--- src/rtl/univ_reg_if.sv ---
// Control and data bundle for univ_reg: the master drives en/op/d/sin; the register returns q/carry/zero.
// No handshake. en is the only qualifier, and the register never stalls its driver.
interface univ_reg_if #(
    parameter int p_nbits = 8
);
    logic               en;
    logic [2:0]         op;
    logic [p_nbits-1:0] d;
    logic               sin;
    logic [p_nbits-1:0] q;
    logic               carry;
    logic               zero;

    modport master (
        output en, op, d, sin,
        input  q, carry, zero
    );

    modport slave (
        input  en, op, d, sin,
        output q, carry, zero
    );
endinterface

--- src/rtl/univ_reg.sv ---
// Universal register: hold/load/shift/rotate/inc/dec with a registered carry and a combinational zero flag.
// Latency: 1 cycle. Backpressure: none; en=0 freezes q and carry.
module univ_reg #(
    parameter int                 p_nbits       = 8,
    parameter logic [p_nbits-1:0] p_reset_value = '0
) (
    input  logic      clk,
    input  logic      rst,
    univ_reg_if.slave bus
);

    typedef enum logic [2:0] {
        OP_HOLD = 3'b000,
        OP_LOAD = 3'b001,
        OP_SHL  = 3'b010,
        OP_SHR  = 3'b011,
        OP_ROL  = 3'b100,
        OP_ROR  = 3'b101,
        OP_INC  = 3'b110,
        OP_DEC  = 3'b111
    } op_e;

    logic [p_nbits-1:0] q_q, q_d;
    logic               carry_q, carry_d;
    logic [p_nbits:0]   inc_sum;
    logic [p_nbits:0]   dec_diff;
    op_e                op_sel;

    assign op_sel = op_e'(bus.op);

    // The extra MSB of the widened arithmetic supplies the wrap carry and borrow.
    assign inc_sum  = {1'b0, q_q} + {{p_nbits{1'b0}}, 1'b1};
    assign dec_diff = {1'b0, q_q} - {{p_nbits{1'b0}}, 1'b1};

    always_comb begin
        q_d     = q_q;
        carry_d = carry_q;
        if (bus.en) begin
            case (op_sel)
                OP_HOLD: begin
                    q_d     = q_q;
                    carry_d = carry_q;
                end
                OP_LOAD: begin
                    q_d     = bus.d;
                    carry_d = 1'b0;
                end
                OP_SHL: begin
                    q_d     = {q_q[p_nbits-2:0], bus.sin};
                    carry_d = q_q[p_nbits-1];
                end
                OP_SHR: begin
                    q_d     = {bus.sin, q_q[p_nbits-1:1]};
                    carry_d = q_q[0];
                end
                OP_ROL: begin
                    q_d     = {q_q[p_nbits-2:0], q_q[p_nbits-1]};
                    carry_d = q_q[p_nbits-1];
                end
                OP_ROR: begin
                    q_d     = {q_q[0], q_q[p_nbits-1:1]};
                    carry_d = q_q[0];
                end
                OP_INC: begin
                    q_d     = inc_sum[p_nbits-1:0];
                    carry_d = inc_sum[p_nbits];
                end
                OP_DEC: begin
                    q_d     = dec_diff[p_nbits-1:0];
                    carry_d = dec_diff[p_nbits];
                end
                default: begin
                    q_d     = q_q;
                    carry_d = carry_q;
                end
            endcase
        end
    end

    always_ff @(posedge clk) begin
        if (rst) begin
            q_q     <= p_reset_value;
            carry_q <= 1'b0;
        end else begin
            q_q     <= q_d;
            carry_q <= carry_d;
        end
    end

    assign bus.q     = q_q;
    assign bus.carry = carry_q;
    assign bus.zero  = (q_q == '0);

endmodule
--- src/flat_wrapper.sv ---
// flat-port wrapper written by rule: the top's interface ports become plain ports
module univ_reg_flat 
#(
    parameter int                 p_nbits       = 8,
    parameter logic [p_nbits-1:0] p_reset_value = '0
)
  (clk, rst, bus_en, bus_op, bus_d, bus_sin, bus_q, bus_carry, bus_zero);
  univ_reg_if #(.p_nbits(p_nbits)) bus_i ();
  input  logic clk;
  input  logic rst;
  input wire logic [$bits(bus_i.en)-1:0] bus_en;
  input wire logic [$bits(bus_i.op)-1:0] bus_op;
  input wire logic [$bits(bus_i.d)-1:0] bus_d;
  input wire logic [$bits(bus_i.sin)-1:0] bus_sin;
  output wire logic [$bits(bus_i.q)-1:0] bus_q;
  output wire logic [$bits(bus_i.carry)-1:0] bus_carry;
  output wire logic [$bits(bus_i.zero)-1:0] bus_zero;
  assign bus_i.en = bus_en;
  assign bus_i.op = bus_op;
  assign bus_i.d = bus_d;
  assign bus_i.sin = bus_sin;
  assign bus_q = bus_i.q;
  assign bus_carry = bus_i.carry;
  assign bus_zero = bus_i.zero;
  univ_reg #(.p_nbits(p_nbits), .p_reset_value(p_reset_value)) u_core (.clk(clk), .rst(rst), .bus(bus_i));
endmodule
--- config.mk ---
export PLATFORM = sky130hd
export DESIGN_NAME = univ_reg_flat
export DESIGN_NICKNAME = d
export VERILOG_FILES = /design/src/rtl/univ_reg_if.sv /design/src/rtl/univ_reg.sv /design/src/flat_wrapper.sv
export SDC_FILE = /design/constraint.sdc
export NUM_CORES = 1
export LEC_CHECK = 0
export ABC_AREA = 1
export BUFFER_PORTS_ARGS = -buffer_cell sky130_fd_sc_hd__buf_2
export CAP_MARGIN = 5
export CELL_PAD_IN_SITES_DETAIL_PLACEMENT = 1
export CELL_PAD_IN_SITES_GLOBAL_PLACEMENT = 2
export CORE_MARGIN = 2
export CORE_UTILIZATION = 27
export DETAILED_ROUTE_END_ITERATION = 6
export HOLD_SLACK_MARGIN = 0.12
export PLACE_DENSITY = 0.84
export SETUP_SLACK_MARGIN = 0.3
export SYNTH_ARGS = -nofsm -noshare
export SYNTH_HDL_FRONTEND = slang
export SYNTH_SLANG_ARGS = --single-unit
--- constraint.sdc ---
create_clock -name clk -period 1.5 [get_ports clk]
set_input_delay 0.15 -clock clk [delete_from_list [all_inputs] [get_ports clk]]
set_output_delay 0.15 -clock clk [all_outputs]
set_load 0.01 [all_outputs]
==> out/qor.yml, run 1 <==
cts:
  path_clk_slew_ns: 0.05
  cts_max_level: 1
  cts_tree: "yes"
  clockRootBuffer: "clkbuf_8"
  insertion_delay_ns: 0.25
  clockBufferDepth: 2
  cts_buffers: 3
  clkSinkCount: 9
power:
  p_leak_nw: 0.724
  p_seq_frac: 0.282
  p_per_area_nw_per_um2: 676
  power.share.switching: 0.403
  internal-power_uw: 614
  p_clk_frac: 0.302
  p_switching_uw: 415
  combinationalPowerShare: 0.416
  peakVddDrop_uv: 277
worst_setup_path:
  r2r_setup_slack_ns: 0.19
  crit_required_ns: 1.35
  max_stage_delay_ns: 0.38
  path_class: "reg2out"
  crit_buf_inv: 2
  critical_path_arrival_ns: 1.21
  r2r_start: "u_core.bus.q[0]"
  cp_max_fo: 4
  endpoint: "bus_zero"
  end_kind: "output pin"
  cp.depth: 5
  startpoint: "u_core.bus.q[0]"
  r2r-end: "u_core.bus.q[2]"
  reg2reg_depth: 10
  crit_chain: "inv_6 > ha_4 > nand2_4 > nor3_2 > buf_2"
  crit_family: "flip-flops"
  cp-start-kind: "flop"
  critPathSlowestCell: "dfxtp_4"
layout:
  multiInputGateArea_sq_um: 873
  instances_no_fill: 281
  ff_latch_area_sq_um: 195
  drive_gt1_frac: 0.364
  fin_util: 0.381
  diodes: 0
  areaGrowthSynthToFinish_pct: 35.5
  final_nets: 249
  n_fill_cell: 540
floorplanning:
  die_w_microns: 68.5
  initial_utilization: 0.281
  coreArea_sq_um: 4000
  die_area_sq_um: 4690
  rows: 23
  die_h_microns: 68.5
  pin_count: 25
timing:
  hold_viol_final: 0
  min_period_over_period: 0.907
  whs_ns: 0.219
  clock_skew_ns: 0.00473
  worst_pin_slew_ns: 0.333
  finalMaxSlewViolations: 0
  fin_ws_ns: 0.140
  setup_viol: 0
  rsz0062_at_grt: "true"
  fmax_ghz: 0.735
  period_minus_slack_ns: 1.36
  tns_ns: 0
  max_slew_margin: 0.778
placement:
  dp.cells: 270
  dp_slack_ns: 0.165
  gp_congestion: 0.807
  dp_hpwl_microns: 3240
  io_buffer_count: 24
yosys:
  ys_async_sr_fraction: 0
  synth_area_per_cell_sq_um: 5.62
  ys_dominant_reg_cell: "dfxtp_1"
  yosysTopAreaCell: "nand2_1"
  yosys-top-cells-area: "nand2_1, dfxtp_1, nand3_1"
  postSynthCellCount: 200
  ys_warn_count: 0
  synth.top_cell.area_share: 0.190
  synth_edf_count: 0
  ys_ff_latch: 9
  postSynthNetCount: 217
  yosysSeqAreaShare: 0.160
  netlist-cell-type-count: 24
  syn_area_sq_um: 1120
min_path:
  hp-class: "in2reg"
route:
  drt_iter0_markers: 73
  wire_per_inst_microns: 16.0
  dr.pass1.iters: 4
  wl_microns: 4490
  vias: 1410
  viasPerCell: 5.02
  ant_nets: 0
  route.detailed.drc: 0
job:
  cap_violations: 0
global_routing:
  grt_pass1_vias: 1389
  grt_max_degree: 14
  grt-ovfl-total: 0
  antenna_found_initial: 0
  grt_pass1_wl_microns: 7020
  track_usage: 0.206
status:
  outcome: "finished, final reports clean"
power groups by stage:
stage,Combinational (mW),Sequential (mW),Clock [mW]
finish,0.428,0.290,0.311
global route,0.476,0.291,0.327
CTS,0.413,0.288,0.313
detailed placement,0.359,0.290,0
global placement,0.358,0.288,0
floorplan,0.256,0.284,0
per-stage QoR:
stage	power (mW)	cell area (sq um)
2_1_floorplan	0.540	1150
3_3_place_gp	0.646	1290
3_5_place_dp	0.649	1290
4_1_cts	1.01	1480
5_1_grt	1.09	1520
6_report	1.03	1520
cells by family (layout without fill, tap and decap cells):
| family | after synthesis | count (layout) | synth area share |
|---|---|---|---|
| compound gates | 24 | 24 | 0.131 |
| fa+ha+maj | 2 | 2 | 0.0223 |
| buf+inv | 32 | 63 | 0.166 |
| flops | 9 | 9 | 0.160 |
| simple gates | 133 | 133 | 0.520 |
per-layer routing:
metal,wire length [microns],GRT usage,vias up
li1,-,-,715
met1,2040,0.250,668
met2,2280,0.371,21
met3,98,0.0357,6
met4,78,0.0550,0
met5,0,0,-
worst min path at each step:
stage | to | from | depth (start not counted)
2_1_floorplan | u_core.bus.q[0] | bus_d[0] | 2
3_3_place_gp | u_core.bus.carry | u_core.bus.carry | 2
3_5_place_dp | u_core.bus.carry | u_core.bus.carry | 2
4_1_cts | u_core.bus.q[0] | bus_d[0] | 3
5_1_grt | u_core.bus.q[0] | rst | 2
6_report | u_core.bus.q[0] | rst | 2
synthesized netlist by cell type, types with 2 or more instances:
master and instances:
o21ai_0 5, clkinv_4 2, dfxtp_1 9, o211ai_1 2, buf_2 3, inv_2 3
ha_1 2, a21oi_1 9, nand2_1 57, inv_1 16, nor2_1 30, nand3_1 30
o21ai_1 4, nor2_2 2, nor3_1 2, a21oi_2 3, nand4_1 8, buf_6 7
state kept, by name, summed over array words and instances, names as in the netlist:
register	flops
u_core.bus.q	8
u_core.bus.carry	1
timing repair:
action | CTS | global route
gates cloned | 0 | 0
endpoints found under the hold margin | 0 | 0
buffers inserted | 7 | 0
pin swaps | 7 | 12
setup endpoints to repair | 9 | 11
gates resized for setup | 24 | 14
hold buffers | 0 | 0
cells in the final DEF, fill, tap and decap left out, drive strengths merged:
cell type | netlist | routed
nand2 | 59 | 59
o211ai | 2 | 2
inv | 19 | 19
ha | 2 | 2
nand3 | 30 | 30
clkinv | 2 | 2
nor3 | 3 | 3
nand3b | 1 | 1
a21oi | 12 | 12
clkbuf | 0 | 4
nor2 | 32 | 32
buf | 11 | 38
dfxtp | 9 | 9
o21ai | 10 | 10
nand4 | 8 | 8
worst reg2reg max path, cell delays in order (launching register included):
cell,delay [ns]
dfxtp_4,0.38
inv_6,0.07
ha_4,0.14
buf_4,0.13
inv_1,0.04
nand2_1,0.04
nand2_1,0.05
a21oi_1,0.12
nand4_1,0.09
nand2_1,0.08
a21oi_2,0.05
layout make-up:
class / count / share of cell area
multi-input combinational: 159 / 0.574
timing repair buffer: 38 / 0.161
sequential: 9 / 0.128
inverter: 21 / 0.0666
tap: 50 / 0.0411
clock buffer: 4 / 0.0296
Note: power is estimated with default switching activity, not from simulation.
==> inputs of run 2 (changes only) <==
--- a/config.mk
+++ b/config.mk
@@ -13,6 +13,7 @@
 export CORE_MARGIN = 2
 export CORE_UTILIZATION = 27
 export DETAILED_ROUTE_END_ITERATION = 6
+export GPL_TIMING_DRIVEN = 0
 export HOLD_SLACK_MARGIN = 0.12
 export PLACE_DENSITY = 0.84
 export SETUP_SLACK_MARGIN = 0.3
==> run 2 against run 1 <==
Effect of this change: setup slack better by 0.037 ns; sequential share of layout area down 0.66 points; maximum frequency up 2.8%; critical path type unchanged; largest power group unchanged.
==> out/qor.yml, run 2 (same netlist as run 1, synthesis figures left out) <==
timing:
  finalMaxSlewViolations: 0  # unchanged
  clock_skew_ns: 0.00361  # was 0.00473 ns
  fmax_ghz: 0.756  # was 0.735 GHz
  setup_viol: 0  # unchanged
  tns_ns: 0  # unchanged
  min_period_over_period: 0.882  # was 0.907
  worst_pin_slew_ns: 0.556  # was 0.333 ns
  period_minus_slack_ns: 1.32  # was 1.36 ns
  max_slew_margin: 0.629  # was 0.778
  whs_ns: 0.260  # was 0.219 ns
  hold_viol_final: 0  # unchanged
  rsz0062_at_grt: "true"  # unchanged
placement:
  dp_hpwl_microns: 3000  # was 3240 microns
  gp_congestion: 0.783  # was 0.807
  io_buffer_count: 20  # was 24
cts:
  clockBufferDepth: 2  # unchanged
  cts_buffers: 3  # unchanged
  path_clk_slew_ns: 0.05  # about the same
  cts_max_level: 1  # unchanged
  clkSinkCount: 9  # unchanged
  cts_hold_buf: 0  # unchanged
  clockRootBuffer: "clkbuf_8"  # unchanged
  cts_tree: "yes"  # unchanged
  insertion_delay_ns: 0.24  # was 0.25 ns
power:
  p_per_area_nw_per_um2: 645  # was 676 nW/um^2
  p_seq_frac: 0.272  # was 0.282
  peakVddDrop_uv: 363  # was 277 uV
  p_clk_frac: 0.284  # was 0.302
  power.share.switching: 0.386  # was 0.403
  power_mw: 1.04  # was 1.03 mW
  internal-power_uw: 636  # was 614 uW
  combinationalPowerShare: 0.445  # was 0.416
  p_leak_nw: 0.760  # was 0.724 nW
  p_switching_uw: 399  # was 415 uW
floorplanning:
  initial_utilization: 0.281  # unchanged
  coreArea_sq_um: 4000  # unchanged
  die_w_microns: 68.5  # unchanged
  die_area_sq_um: 4690  # unchanged
  die_h_microns: 68.5  # unchanged
  pin_count: 25  # unchanged
  rows: 23  # unchanged
status:
  outcome: "finished, final reports clean"  # unchanged
global_routing:
  grt_max_degree: 11  # was 14
  antenna_found_initial: 0  # unchanged
  grt_pass1_wl_microns: 6520  # was 7020 microns
  grt-ovfl-total: 0  # unchanged
  grt_pass1_vias: 1373  # was 1389
  track_usage: 0.187  # was 0.206
worst_setup_path:
  path_class: "reg2out"  # unchanged
  cp_max_fo: 8  # was 4
  r2r-end: "u_core.bus.q[7]"  # was u_core.bus.q[2]
  critical_path_arrival_ns: 1.17  # was 1.21 ns
  reg2reg_depth: 8  # was 10
  crit_required_ns: 1.35  # about the same
  r2r_start: "u_core.bus.q[0]"  # unchanged
  startpoint: "u_core.bus.q[6]"  # was u_core.bus.q[0]
  r2r_setup_slack_ns: 0.21  # was 0.19 ns
  cp-start-kind: "flop"  # unchanged
  end_kind: "output pin"  # unchanged
route:
  dr_wl_met2_microns: 2080  # was 2280 microns
  viasPerCell: 5.16  # was 5.02
  wl_microns: 4100  # was 4490 microns
  ant_nets: 0  # unchanged
  wire_per_inst_microns: 14.3  # was 16.0 microns
  drt_iter0_markers: 71  # was 73
  route.detailed.drc: 0  # unchanged
  wl_met3_microns: 180  # was 98 microns
  dr.max_layer_used: "met4"  # unchanged
  dr.pass1.iters: 4  # unchanged
  vias: 1481  # was 1410
  met1_length_microns: 1820  # was 2040 microns
min_path:
  hold_path_depth: 3  # was 2
  holdPathEnd: "u_core.bus.q[0]"  # unchanged
  min_from: "bus_d[0]"  # was rst
  hp-class: "in2reg"  # unchanged
layout:
  final_common_cell: "nand2_1"  # unchanged
  diodes: 0  # unchanged
  final_nets: 255  # was 249
  largest_reg_flops: 8  # unchanged
  final_cell_mix: "nand2_1, nand3_1, nor2_1"  # was nand2_1, nor2_1, nand3_1, buf_2
  drive_gt1_frac: 0.388  # was 0.364
  areaGrowthSynthToFinish_pct: 42.9  # was 35.5%
job:
  cap_violations: 0  # unchanged
==> run 2: what timing repair did <==
action                                 in CTS  in global routing
endpoints found under the hold margin       0                  0
buffers inserted                            9                  4
gates resized for setup                    24                 20
setup endpoints to repair                  10                 10
pin swaps                                  15                 10
==> run 2: per-stage QoR <==
step	util	cell area, sq um	instances	setup WS, ns
finish	0.401	1610	287	0.177
global route	0.401	1610	287	0.111
CTS	0.377	1510	283	0.190
detailed placement	0.329	1320	270	0.121
global placement	0.329	1320	270	0.118
floorplan	-	1150	200	0.302
==> run 2: cell type report <==
| class | instances | area [sq um] |
|---|---|---|
| buffer | 11 | 113 |
| clock buffer | 4 | 45.0 |
| fill | 540 | 2390 |
| inverter | 21 | 101 |
| multi-input combinational | 159 | 887 |
| sequential | 9 | 195 |
| tap | 50 | 62.6 |
| timing repair buffer | 33 | 201 |
==> run 2: worst max-delay path by stage <==
| stage | slack [ns] | to |
|---|---|---|
| floorplan | 0.30 | u_core.bus.q[7] |
| finish | 0.18 | bus_zero |
| detailed placement | 0.12 | u_core.bus.q[4] |
| global route | 0.11 | bus_zero |
| global placement | 0.12 | u_core.bus.q[1] |
| CTS | 0.19 | bus_zero |
==> run 2: per-layer routing <==
layer | vias to the layer above | global-route usage
met5 | - | 0
met4 | 0 | 0.0350
met3 | 2 | 0.0406
met2 | 38 | 0.321
met1 | 707 | 0.239
li1 | 734 | -
==> run 2: worst max-delay path: stages (launching register included) <==
cell     delay, ns
dfxtp_1       0.31
buf_6         0.13
nor2_2        0.11
nand2_2       0.09
nor3_2        0.14
buf_2         0.14
==> run 2: power by group through the flow <==
| stage | logic (mW) | clock network, mW | registers, mW |
|---|---|---|---|
| final | 0.460 | 0.294 | 0.281 |
| after global routing | 0.509 | 0.313 | 0.283 |
| after CTS | 0.426 | 0.299 | 0.281 |
| after detailed placement | 0.369 | 0 | 0.284 |
| after global placement | 0.365 | 0 | 0.284 |
| after floorplan | 0.256 | 0 | 0.284 |
==> inputs of run 3 (changes only) <==
--- a/config.mk
+++ b/config.mk
@@ -16,7 +16,7 @@
 export GPL_TIMING_DRIVEN = 0
 export HOLD_SLACK_MARGIN = 0.12
 export PLACE_DENSITY = 0.84
-export SETUP_SLACK_MARGIN = 0.3
+export SETUP_SLACK_MARGIN = 0.02
 export SYNTH_ARGS = -nofsm -noshare
 export SYNTH_HDL_FRONTEND = slang
 export SYNTH_SLANG_ARGS = --single-unit
==> run 3 against run 2 <==
Effect of this change: sequential cell count did not move; clock-buffer cell count unchanged; utilization is 5.0 points lower; via count shrank 9.4%; critical path depth is the same; critical path type unchanged; first-iteration DRC count fell by 7.0%; largest power group unchanged; register-to-register slack got worse by 0.07 ns; hold slack lost 0.033 ns; cell count fell by 4.2%; critical endpoint unchanged; non-clock buffer count fell by 12; sequential share of layout area up 1.2 points.
==> out/qor.yml, run 3 (same netlist as run 1, synthesis figures left out) <==
placement:
  dp_hpwl_microns: 2980  # was 3000 microns
  io_buffer_count: 20  # unchanged
  dp.cells: 270  # unchanged
  dp_slack_ns: -0.289  # was 0.121 ns
  gp_congestion: 0.786  # was 0.783
timing:
  rsz0062_at_grt: "true"  # unchanged
  tns_ns: 0  # unchanged
  whs_ns: 0.227  # was 0.260 ns
  finalMaxSlewViolations: 0  # unchanged
  min_period_over_period: 0.913  # was 0.882
  fin_ws_ns: 0.130  # was 0.177 ns
  fmax_ghz: 0.730  # was 0.756 GHz
  max_slew_margin: 0.634  # was 0.629
  setup_viol: 0  # unchanged
  clock_skew_ns: 0.00420  # was 0.00361 ns
  period_minus_slack_ns: 1.37  # was 1.32 ns
  worst_pin_slew_ns: 0.549  # was 0.556 ns
  hold_viol_final: 0  # unchanged
global_routing:
  grt_max_degree: 11  # unchanged
  track_usage: 0.179  # was 0.187
  grt-ovfl-total: 0  # unchanged
  antenna_found_initial: 0  # unchanged
  grt_pass1_vias: 1256  # was 1373
  grt_pass1_wl_microns: 6240  # was 6520 microns
route:
  ant_nets: 0  # unchanged
  wl_microns: 3760  # was 4100 microns
  wire_per_inst_microns: 13.7  # was 14.3 microns
  vias: 1342  # was 1481
  dr.pass1.iters: 4  # unchanged
  drt_iter0_markers: 66  # was 71
  viasPerCell: 4.88  # was 5.16
  route.detailed.drc: 0  # unchanged
worst_setup_path:
  cp_max_fo: 8  # unchanged
  critPathSlowestCell: "dfxtp_1"  # unchanged
  crit_chain: "buf_2 > nor2_1 > nand2_1 > nor3_2 > buf_2"  # was buf_6 > nor2_2 > nand2_2 > nor3_2 > buf_2
  path_class: "reg2out"  # unchanged
  crit_top_cell: "buf_2"
  cp-start-kind: "flop"  # unchanged
  critical_path_arrival_ns: 1.22  # was 1.17 ns
  crit_required_ns: 1.35  # about the same
  max_stage_delay_ns: 0.30  # was 0.31 ns
  end_kind: "output pin"  # unchanged
cts:
  cts_max_level: 1  # unchanged
  cts_hold_buf: 0  # unchanged
  path_clk_slew_ns: 0.05  # about the same
  insertion_delay_ns: 0.24  # about the same
  cts_buffers: 3  # unchanged
  cts_tree: "yes"  # unchanged
  clkSinkCount: 9  # unchanged
  clockBufferDepth: 2  # unchanged
  clockRootBuffer: "clkbuf_8"  # unchanged
floorplanning:
  die_h_microns: 68.5  # unchanged
  rows: 23  # unchanged
  die_w_microns: 68.5  # unchanged
  initial_utilization: 0.281  # unchanged
  pin_count: 25  # unchanged
  die_area_sq_um: 4690  # unchanged
  coreArea_sq_um: 4000  # unchanged
power:
  power_uw: 954  # was 1.04 mW
  internal-power_uw: 588  # was 636 uW
  p_leak_nw: 0.664  # was 0.760 nW
  combinationalPowerShare: 0.400  # was 0.445
  p_clk_frac: 0.308  # was 0.284
  p_switching_uw: 367  # was 399 uW
  peakVddDrop_uv: 417  # was 363 uV
  power.share.switching: 0.384  # was 0.386
  p_per_area_nw_per_um2: 680  # was 645 nW/um^2
  p_seq_frac: 0.292  # was 0.272
layout:
  n_fill_cell: 540  # unchanged
  areaGrowthSynthToFinish_pct: 24.9  # was 42.9%
  drive_gt1_frac: 0.271  # was 0.388
  ff_latch_area_sq_um: 188  # was 195 sq um
  final_nets: 243  # was 255
  largest_reg_flops: 8  # unchanged
  diodes: 0  # unchanged
  final_cell_mix: "nand2_1, nand3_1, nor2_1"  # unchanged
  instances_no_fill: 275  # was 287
  final_common_cell: "nand2_1"  # unchanged
  multiInputGateArea_sq_um: 810  # was 887 sq um
job:
  cap_violations: 0  # unchanged
status:
  outcome: "finished, final reports clean"  # unchanged
min_path:
  hp-class: "in2reg"  # unchanged
-- run 3: per-layer routing --
layer	vias to the layer above	GRT usage	wire length [microns]
li1	700	-	-
met1	610	0.255	1930
met2	30	0.278	1690
met3	2	0.0390	120
met4	0	0.0275	23
met5	-	0	0
-- run 3: path summary, 6_finish.rpt --
path	from	end	slack, ns	cells past startpoint
worst max-delay path	u_core.bus.q[6]	bus_zero	0.13	5
worst min register to register	u_core.bus.carry	u_core.bus.carry	0.47	2
worst max register to register	u_core.bus.q[0]	u_core.bus.q[1]	0.14	6
worst min-delay path	bus_d[0]	u_core.bus.q[0]	0.23	3
-- run 3: power groups by stage --
stage / Sequential (mW) / Combinational, mW / Clock [mW]
5_1_grt: 0.283 / 0.434 / 0.313
2_1_floorplan: 0.283 / 0.246 / 0
4_1_cts: 0.277 / 0.369 / 0.303
3_3_place_gp: 0.281 / 0.354 / 0
6_report: 0.279 / 0.382 / 0.294
3_5_place_dp: 0.281 / 0.358 / 0
-- run 3: layout make-up --
class / count / area share
Timing Repair Buffer: 21 / 0.0766
Buffer: 11 / 0.0695
Sequential cell: 9 / 0.134
Multi-Input combinational cell: 159 / 0.577
Inverter: 21 / 0.0668
Tap cell: 50 / 0.0446
Clock buffer: 4 / 0.0321
-- run 3: per-stage QoR --
step                 util  instance area (sq um)
floorplan               -                   1120
global placement    0.322                   1290
detailed placement  0.322                   1290
CTS                 0.338                   1350
global route        0.351                   1400
finish              0.351                   1400
-- run 3: repair_timing --
action / in CTS / in global routing
pin swaps: 0 / 2
setup buffers: 0 / 1
resized for setup: 8 / 15
endpoints found under the hold margin: 0 / 0
setup endpoints to repair: 6 / 8
-- run 3: worst max-delay path, delay by kind of cell, from the launching register on --
family,cells,cell delay [ns]
and+or+nand+nor,3,0.38
DFF,1,0.30
buffers and inverters,2,0.30
